[src/rtl/sprite_layer_scheduler.sv]
// sprite_layer_scheduler
//   Per-pixel compositor for the sprite ROM set (object slots plus arena
//   background). Each accepted OLED pixel request walks the object slots in
//   priority order (slot 0 first). For every slot whose sprite covers the
//   pixel, it issues one lookup on the shared sprite-fetch port. The first
//   non-transparent word wins. If no slot supplies a word, the arena pixel
//   is fetched and output unconditionally.
//
// Ports
//   clk, reset            system clock, asynchronous active-high reset
//   req_valid/req_ready   pixel request handshake; req_x/req_y = screen pixel
//   obj_en/x/y/dir        per-slot object state, snapshotted at acceptance
//   fetch_en/sel/x/y/dir  lookup strobe toward the sprite ROM mux
//   fetch_data            ROM word, valid the cycle after fetch_en
//   pix_valid/pix_data    one-cycle result pulse and held composited pixel
module sprite_layer_scheduler #(
  parameter int          NUM_OBJ     = 8,
  parameter int          SPRITE_W    = 20,
  parameter int          SPRITE_H    = 20,
  parameter logic [17:0] TRANSPARENT = 18'h00001,
  parameter int          ARENA_SEL   = 8
) (
  input  logic                 clk,
  input  logic                 reset,
  input  logic                 req_valid,
  output logic                 req_ready,
  input  logic [6:0]           req_x,
  input  logic [5:0]           req_y,
  input  logic [NUM_OBJ-1:0]   obj_en,
  input  logic [7*NUM_OBJ-1:0] obj_x,
  input  logic [6*NUM_OBJ-1:0] obj_y,
  input  logic [2*NUM_OBJ-1:0] obj_dir,
  output logic                 fetch_en,
  output logic [3:0]           fetch_sel,
  output logic [9:0]           fetch_x,
  output logic [9:0]           fetch_y,
  output logic [1:0]           fetch_dir,
  input  logic [17:0]          fetch_data,
  output logic                 pix_valid,
  output logic [17:0]          pix_data
);

  // The index runs one past the last slot; that extra value means "arena".
  localparam int IDX_W  = $clog2(NUM_OBJ + 1);
  localparam int SLOT_W = (NUM_OBJ > 1) ? $clog2(NUM_OBJ) : 1;

  typedef enum logic [1:0] {IDLE, PROBE, WAIT} state_t;

  state_t               r_state, w_nextState;
  logic [IDX_W-1:0]     r_idx, w_nextIdx;
  logic [6:0]           r_reqX;
  logic [5:0]           r_reqY;
  logic [NUM_OBJ-1:0]   r_objEn;
  logic [7*NUM_OBJ-1:0] r_objX;
  logic [6*NUM_OBJ-1:0] r_objY;
  logic [2*NUM_OBJ-1:0] r_objDir;

  logic [SLOT_W-1:0]    w_slot;
  logic                 w_objEn;
  logic [6:0]           w_objX;
  logic [5:0]           w_objY;
  logic [1:0]           w_objDir;
  logic [6:0]           w_dx;
  logic [5:0]           w_dy;
  logic                 w_hit;
  logic                 w_atArena;
  logic                 w_pixLoad;

  // Slot-select mux. When r_idx is at the arena value, w_slot aliases a
  // real slot. The resulting hit is ignored because w_atArena takes precedence.
  assign w_slot    = r_idx[SLOT_W-1:0];
  assign w_atArena = (r_idx == IDX_W'(NUM_OBJ));
  assign w_objEn   = r_objEn[w_slot];
  assign w_objX    = r_objX[7*w_slot +: 7];
  assign w_objY    = r_objY[6*w_slot +: 6];
  assign w_objDir  = r_objDir[2*w_slot +: 2];

  // Offsets are only meaningful when req >= obj. The >= terms gate that,
  // so a sprite hanging off the right or bottom edge still hits its
  // visible pixels without wrap-around.
  assign w_dx  = r_reqX - w_objX;
  assign w_dy  = r_reqY - w_objY;
  assign w_hit = w_objEn
              && (r_reqX >= w_objX) && (w_dx < 7'(SPRITE_W))
              && (r_reqY >= w_objY) && (w_dy < 6'(SPRITE_H));

  // Next-state and fetch-port decode. The fetch port is driven purely from
  // registered state, so the ROM mux sees a stable address for the whole
  // PROBE cycle.
  always_comb begin
    w_nextState = r_state;
    w_nextIdx   = r_idx;
    w_pixLoad   = 1'b0;
    req_ready   = 1'b0;
    fetch_en    = 1'b0;
    fetch_sel   = 4'd0;
    fetch_x     = 10'd0;
    fetch_y     = 10'd0;
    fetch_dir   = 2'd0;
    case (r_state)
      IDLE: begin
        req_ready = 1'b1;
        if (req_valid) begin
          w_nextIdx   = '0;
          w_nextState = PROBE;
        end
      end
      PROBE: begin
        if (w_atArena) begin
          fetch_en    = 1'b1;
          fetch_sel   = 4'(ARENA_SEL);
          fetch_x     = {3'd0, r_reqX};
          fetch_y     = {4'd0, r_reqY};
          w_nextState = WAIT;
        end else if (w_hit) begin
          fetch_en    = 1'b1;
          fetch_sel   = 4'(r_idx);
          fetch_x     = {3'd0, w_dx};
          fetch_y     = {4'd0, w_dy};
          fetch_dir   = w_objDir;
          w_nextState = WAIT;
        end else begin
          w_nextIdx = r_idx + IDX_W'(1);
        end
      end
      WAIT: begin
        // The arena word is the fallback and is never treated as transparent.
        if (w_atArena || (fetch_data != TRANSPARENT)) begin
          w_pixLoad   = 1'b1;
          w_nextState = IDLE;
        end else begin
          w_nextIdx   = r_idx + IDX_W'(1);
          w_nextState = PROBE;
        end
      end
      default: w_nextState = IDLE;
    endcase
  end

  // State, scan index and result registers.
  always_ff @(posedge clk or posedge reset) begin
    if (reset) begin
      r_state   <= IDLE;
      r_idx     <= '0;
      pix_valid <= 1'b0;
      pix_data  <= 18'd0;
    end else begin
      r_state   <= w_nextState;
      r_idx     <= w_nextIdx;
      pix_valid <= w_pixLoad;
      if (w_pixLoad) begin
        pix_data <= fetch_data;
      end
    end
  end

  // Request and object snapshot. Input changes during a scan must not
  // disturb the pixel being composited.
  always_ff @(posedge clk or posedge reset) begin
    if (reset) begin
      r_reqX   <= 7'd0;
      r_reqY   <= 6'd0;
      r_objEn  <= '0;
      r_objX   <= '0;
      r_objY   <= '0;
      r_objDir <= '0;
    end else if (req_valid && req_ready) begin
      r_reqX   <= req_x;
      r_reqY   <= req_y;
      r_objEn  <= obj_en;
      r_objX   <= obj_x;
      r_objY   <= obj_y;
      r_objDir <= obj_dir;
    end
  end

endmodule
[config.mk]
export PLATFORM = sky130hd
export DESIGN_NAME = sprite_layer_scheduler
export DESIGN_NICKNAME = d
export VERILOG_FILES = /design/src/rtl/sprite_layer_scheduler.sv
export SDC_FILE = /design/constraint.sdc
export NUM_CORES = 1
export LEC_CHECK = 0
export BUFFER_PORTS_ARGS = -buffer_cell sky130_fd_sc_hd__buf_4
export CAP_MARGIN = 20
export CORE_MARGIN = 2
export CORE_UTILIZATION = 30
export DETAILED_ROUTE_END_ITERATION = 6
export SETUP_SLACK_MARGIN = 0.15
export SLEW_MARGIN = 20
export SYNTH_ARGS = -nofsm -noshare
export SYNTH_HDL_FRONTEND = slang
export SYNTH_SLANG_ARGS = --single-unit
[constraint.sdc]
create_clock -name clk -period 6.7 [get_ports clk]
set_clock_uncertainty 0.05 [all_clocks]
set_input_delay 0 -clock clk [delete_from_list [all_inputs] [get_ports clk]]
set_output_delay 0 -clock clk [all_outputs]
set_load 0.01 [all_outputs]
==> summary.md <==
| Metric | Value |
|---|---|
| H-tree depth | 4 |
| First-pass GRT wire length | approximately 36000 µm |
| Starting density of the core | a little under a third |
| Routed vias/inst | 4.68 |
| Library cells used by synthesis | 47 |
| Synth Warn # | 0 |
| FMAX | about 0.20 GHz |
| Outcome | completed |
| Startpoint Class | flip-flop |
| Clk pwr share | between 20% and 30% |
| Kind of critical path | flip-flop to output pin |
| Seq/Total Area, Yosys | a little over 50% |
| Area leader, netlist | dfrtp_1 |
| Drt wl/cell | approximately 17 µm |
| Yosys top cell area share | about half |
| Area post-placement | approximately 10000 µm² |
| TritonCTS clock tree | built |
| Comb power frac | between 40% and 50% |
| WP data required | roughly 6.7 ns |
| Max FO, Critical Path | 24 |
| DRT Pass-1 Iters | 4 |
| Post-Syn Area | around 8200 µm² |
| Post-route minimum period | around 5.1 ns |
| Critical path's slowest cell | dfrtp_2 |
| Gr ovfl total | 0 |
| DRT antenna net count | 0 |
| Worst hold path class | input pin to async pin |
| Clock sinks | around 170 |
| Synthesized area per cell | 13.7 µm² |
| DRC errors left | 0 |
| FF+latch count, synth | between 150 and 200 |
| Met1 GRT Util | 21.8% |
| DIE WIDTH | about 170 µm |
| Initial antenna violation count | 2 |
| Sw frac | 34.9% |
| Mapped Cells | between 500 and 600 |
| 1st-iter DRT viols | 300 |
| Placer Congestion | just under 0.8 |
| Total CTS buffers | 17 |
| Synth area leaders | dfrtp_1, mux2_2, mux4_2 |
| Met2 usage | 26.8% |
| Clock latency on the worst-skew pair | 0.42 ns |
| Port-buffer cells | 201 |
| Layout area overhead | 50.6% |
| Clock-pin slew on the worst setup and hold paths | approximately 0.070 ns |
| Internal power | 3.54 mW |
| Root Buffer | clkbuf_16 |
| Synth Flop Type | dfrtp_1 |
| Psw | 1.90 mW |
| Period utilization | roughly three quarters |
| Power Dens Cells | about 440 nW/µm² |
| Largest net degree at the start of global routing | a little over 90 |
| Met3 usage | about 3.4% |
| I/O pin total | about 210 |
| Detailed Place HPWL | ~15000 µm |
| Vias in the first global route | between 6000 and 7000 |
| Nets | 1134 |
| Slew Limit Fails | 0 |
| Actual slew at the worst max-slew pin | 0.976 ns |
| Final Hold Viols | 0 |
| RSZ-0062 raised after global routing | no |
| Sequential share of power | 33.8% |
| Drt total wl | between 20000 and 25000 µm |
| GR Util All Layers | between 10% and 20% |
| Die H | roughly 170 µm |
| CP peak stage delay | 0.92 ns |
| Share of layout cells above drive strength 1 | about 45% |
| Reg2reg path depth | 13 |
| DIE AREA | around 29000 µm² |
| EDFF count, synth | 0 |
| # rows | 60 |
| Core box area | around 27000 µm² |
| Via count | 6117 |
| Slew HR | 34.9% |
| FFs w/ async S/R, synth | 100% |
| Peak VDD IR | 0.231 mV |
| Pleak | between 5 and 6 nW |
| Gr busiest metal | met2 |
| CP Capture Type | output pin |
| Clock Path Buffers | 2 |
| Max Cap Viol | 0 |
| Fill cells | ~2400 |
| Total Neg Setup Slack | 0 ns |
| Final Cell Area | 12300 µm² |
| CP Cell Sequence | buf_4 -> mux4_2 -> mux2_2 -> ha_1 -> inv_1 -> fa_1 -> nand3_1 -> a21oi_1 -> mux2i_1 -> a2111o_1 -> nor3_2 -> nand3_1 -> nor2_1 -> buf_4 |
| Worst path arrival time | between 5 and 6 ns |
| Setup violators final | 0 |
## flip-flops by register name, indices dropped and copies added, names as in the netlist
| signal | cells |
|---|---|
| pix_data | 18 |
| pix_valid | 1 |
| r_idx | 4 |
| r_objDir | 16 |
| r_objEn | 8 |
| r_objX | 56 |
| r_objY | 48 |
| r_reqX | 7 |
| r_reqY | 6 |
| r_state | 2 |
## logic make-up after synthesis
family | synth area share [%]
other | 0.0459
buffers and inverters | 2.98
adders and majority gates | 3.40
AOI/OAI and AO/OA | 3.87
muxes | 32.4
DFF | 50.8
xor gates and xnor gates | 0.536
and+or+nand+nor | 5.94
## synthesized netlist by cell type, drive strengths merged (2+ instances only)
library cell	n
ha	19
mux2i	16
buf	22
o31a	2
nor2b	6
a21oi	16
a211o	3
a22oi	2
o211ai	4
mux2	157
or3	2
mux4	32
fa	2
nor2	18
a31oi	2
inv	17
o21a	2
dfrtp	166
nor3	2
xor2	5
nand2	38
nand3	9
nand4	4
o21ai	4
nor4	5
and3	4
nand3b	3
nand2b	5
clkbuf	17
## final cells by class
cell class	count	area [µm²]	area share, %
multi-input cells	382	3820	31.0
well taps	341	427	3.47
clock buffers	18	439	3.57
repair buffers	367	3160	25.7
clock inverters	14	234	1.90
inverters	17	68.8	0.559
flip-flops and latches	166	4160	33.8
diodes	2	5.00	0.0407
## path summary, 6_finish.rpt
kind / startpoint / endpoint / slack (ns)
worst min register to register: pix_data[6] / pix_data[6] / 0.44
worst max-delay path: r_idx[0] / fetch_dir[1] / 1.63
max in group asynchronous: reset / r_idx[1] / 5.04
min in group clk: fetch_data[6] / pix_data[6] / 0.27
worst max register to register: r_idx[0] / r_idx[2] / 2.21
worst min-delay path: reset / pix_data[8] / 0.25
## critical path: cells and delay by family (launching register included)
kind            cells  cell delay (ns)
mux                 3             0.93
flops               1             0.92
fa+ha+maj           2             0.43
simple gates        4             1.10
buf+inv             3             0.60
compound gates      2             0.61
## layer usage
metal	vias up	share of wire (%)
met2	175	48
met4	0	1.6
met1	3039	46
met3	19	4.7
li1	2884	-
met5	-	0
## power groups by stage
stage          sequential, mW  clock [mW]  combinational, mW
2_1_floorplan            1.72           0               1.83
3_3_place_gp             1.85           0               2.38
3_5_place_dp             1.86           0               2.40
4_1_cts                  1.84        1.17               2.48
5_1_grt                  1.91        1.21               2.72
6_report                 1.84        1.14               2.46
## cells in the final DEF, fill, tap and decap left out, drive strengths merged, types with 4 or more instances in the layout
cell type | synthesis | final
bufinv | 0 | 5
buf | 22 | 206
mux2 | 157 | 157
nor2 | 18 | 18
o211ai | 4 | 4
nand3 | 9 | 9
ha | 19 | 19
mux2i | 16 | 16
xor2 | 5 | 5
nand4 | 4 | 4
conb | 1 | 7
a21oi | 16 | 16
nand2b | 5 | 5
dfrtp | 166 | 166
and3 | 4 | 4
nor4 | 5 | 5
nand2 | 38 | 38
o21ai | 4 | 4
inv | 17 | 25
nor2b | 6 | 6
dlygate4sd3 | 0 | 161
clkbuf | 17 | 18
mux4 | 32 | 32
## per-stage QoR
stage	hold WS (ns)	instances	utilization, %	power [mW]	setup slack (ns)
2_1_floorplan	0.0554	604	-	3.56	2.16
3_3_place_gp	0.155	1112	37.2	4.23	2.12
3_5_place_dp	0.157	1112	37.2	4.26	2.03
4_1_cts	0.250	1305	45.7	5.49	1.53
5_1_grt	0.281	1307	45.8	5.84	1.08
6_report	0.251	1307	45.8	5.44	1.63
## what timing repair did
action	in CTS	in global routing
endpoints found under the hold margin	250	0
setup buffers	0	0
gates resized for setup	0	0
hold buffers	161	0
No activity file was read; power rests on OpenSTA's default activity.
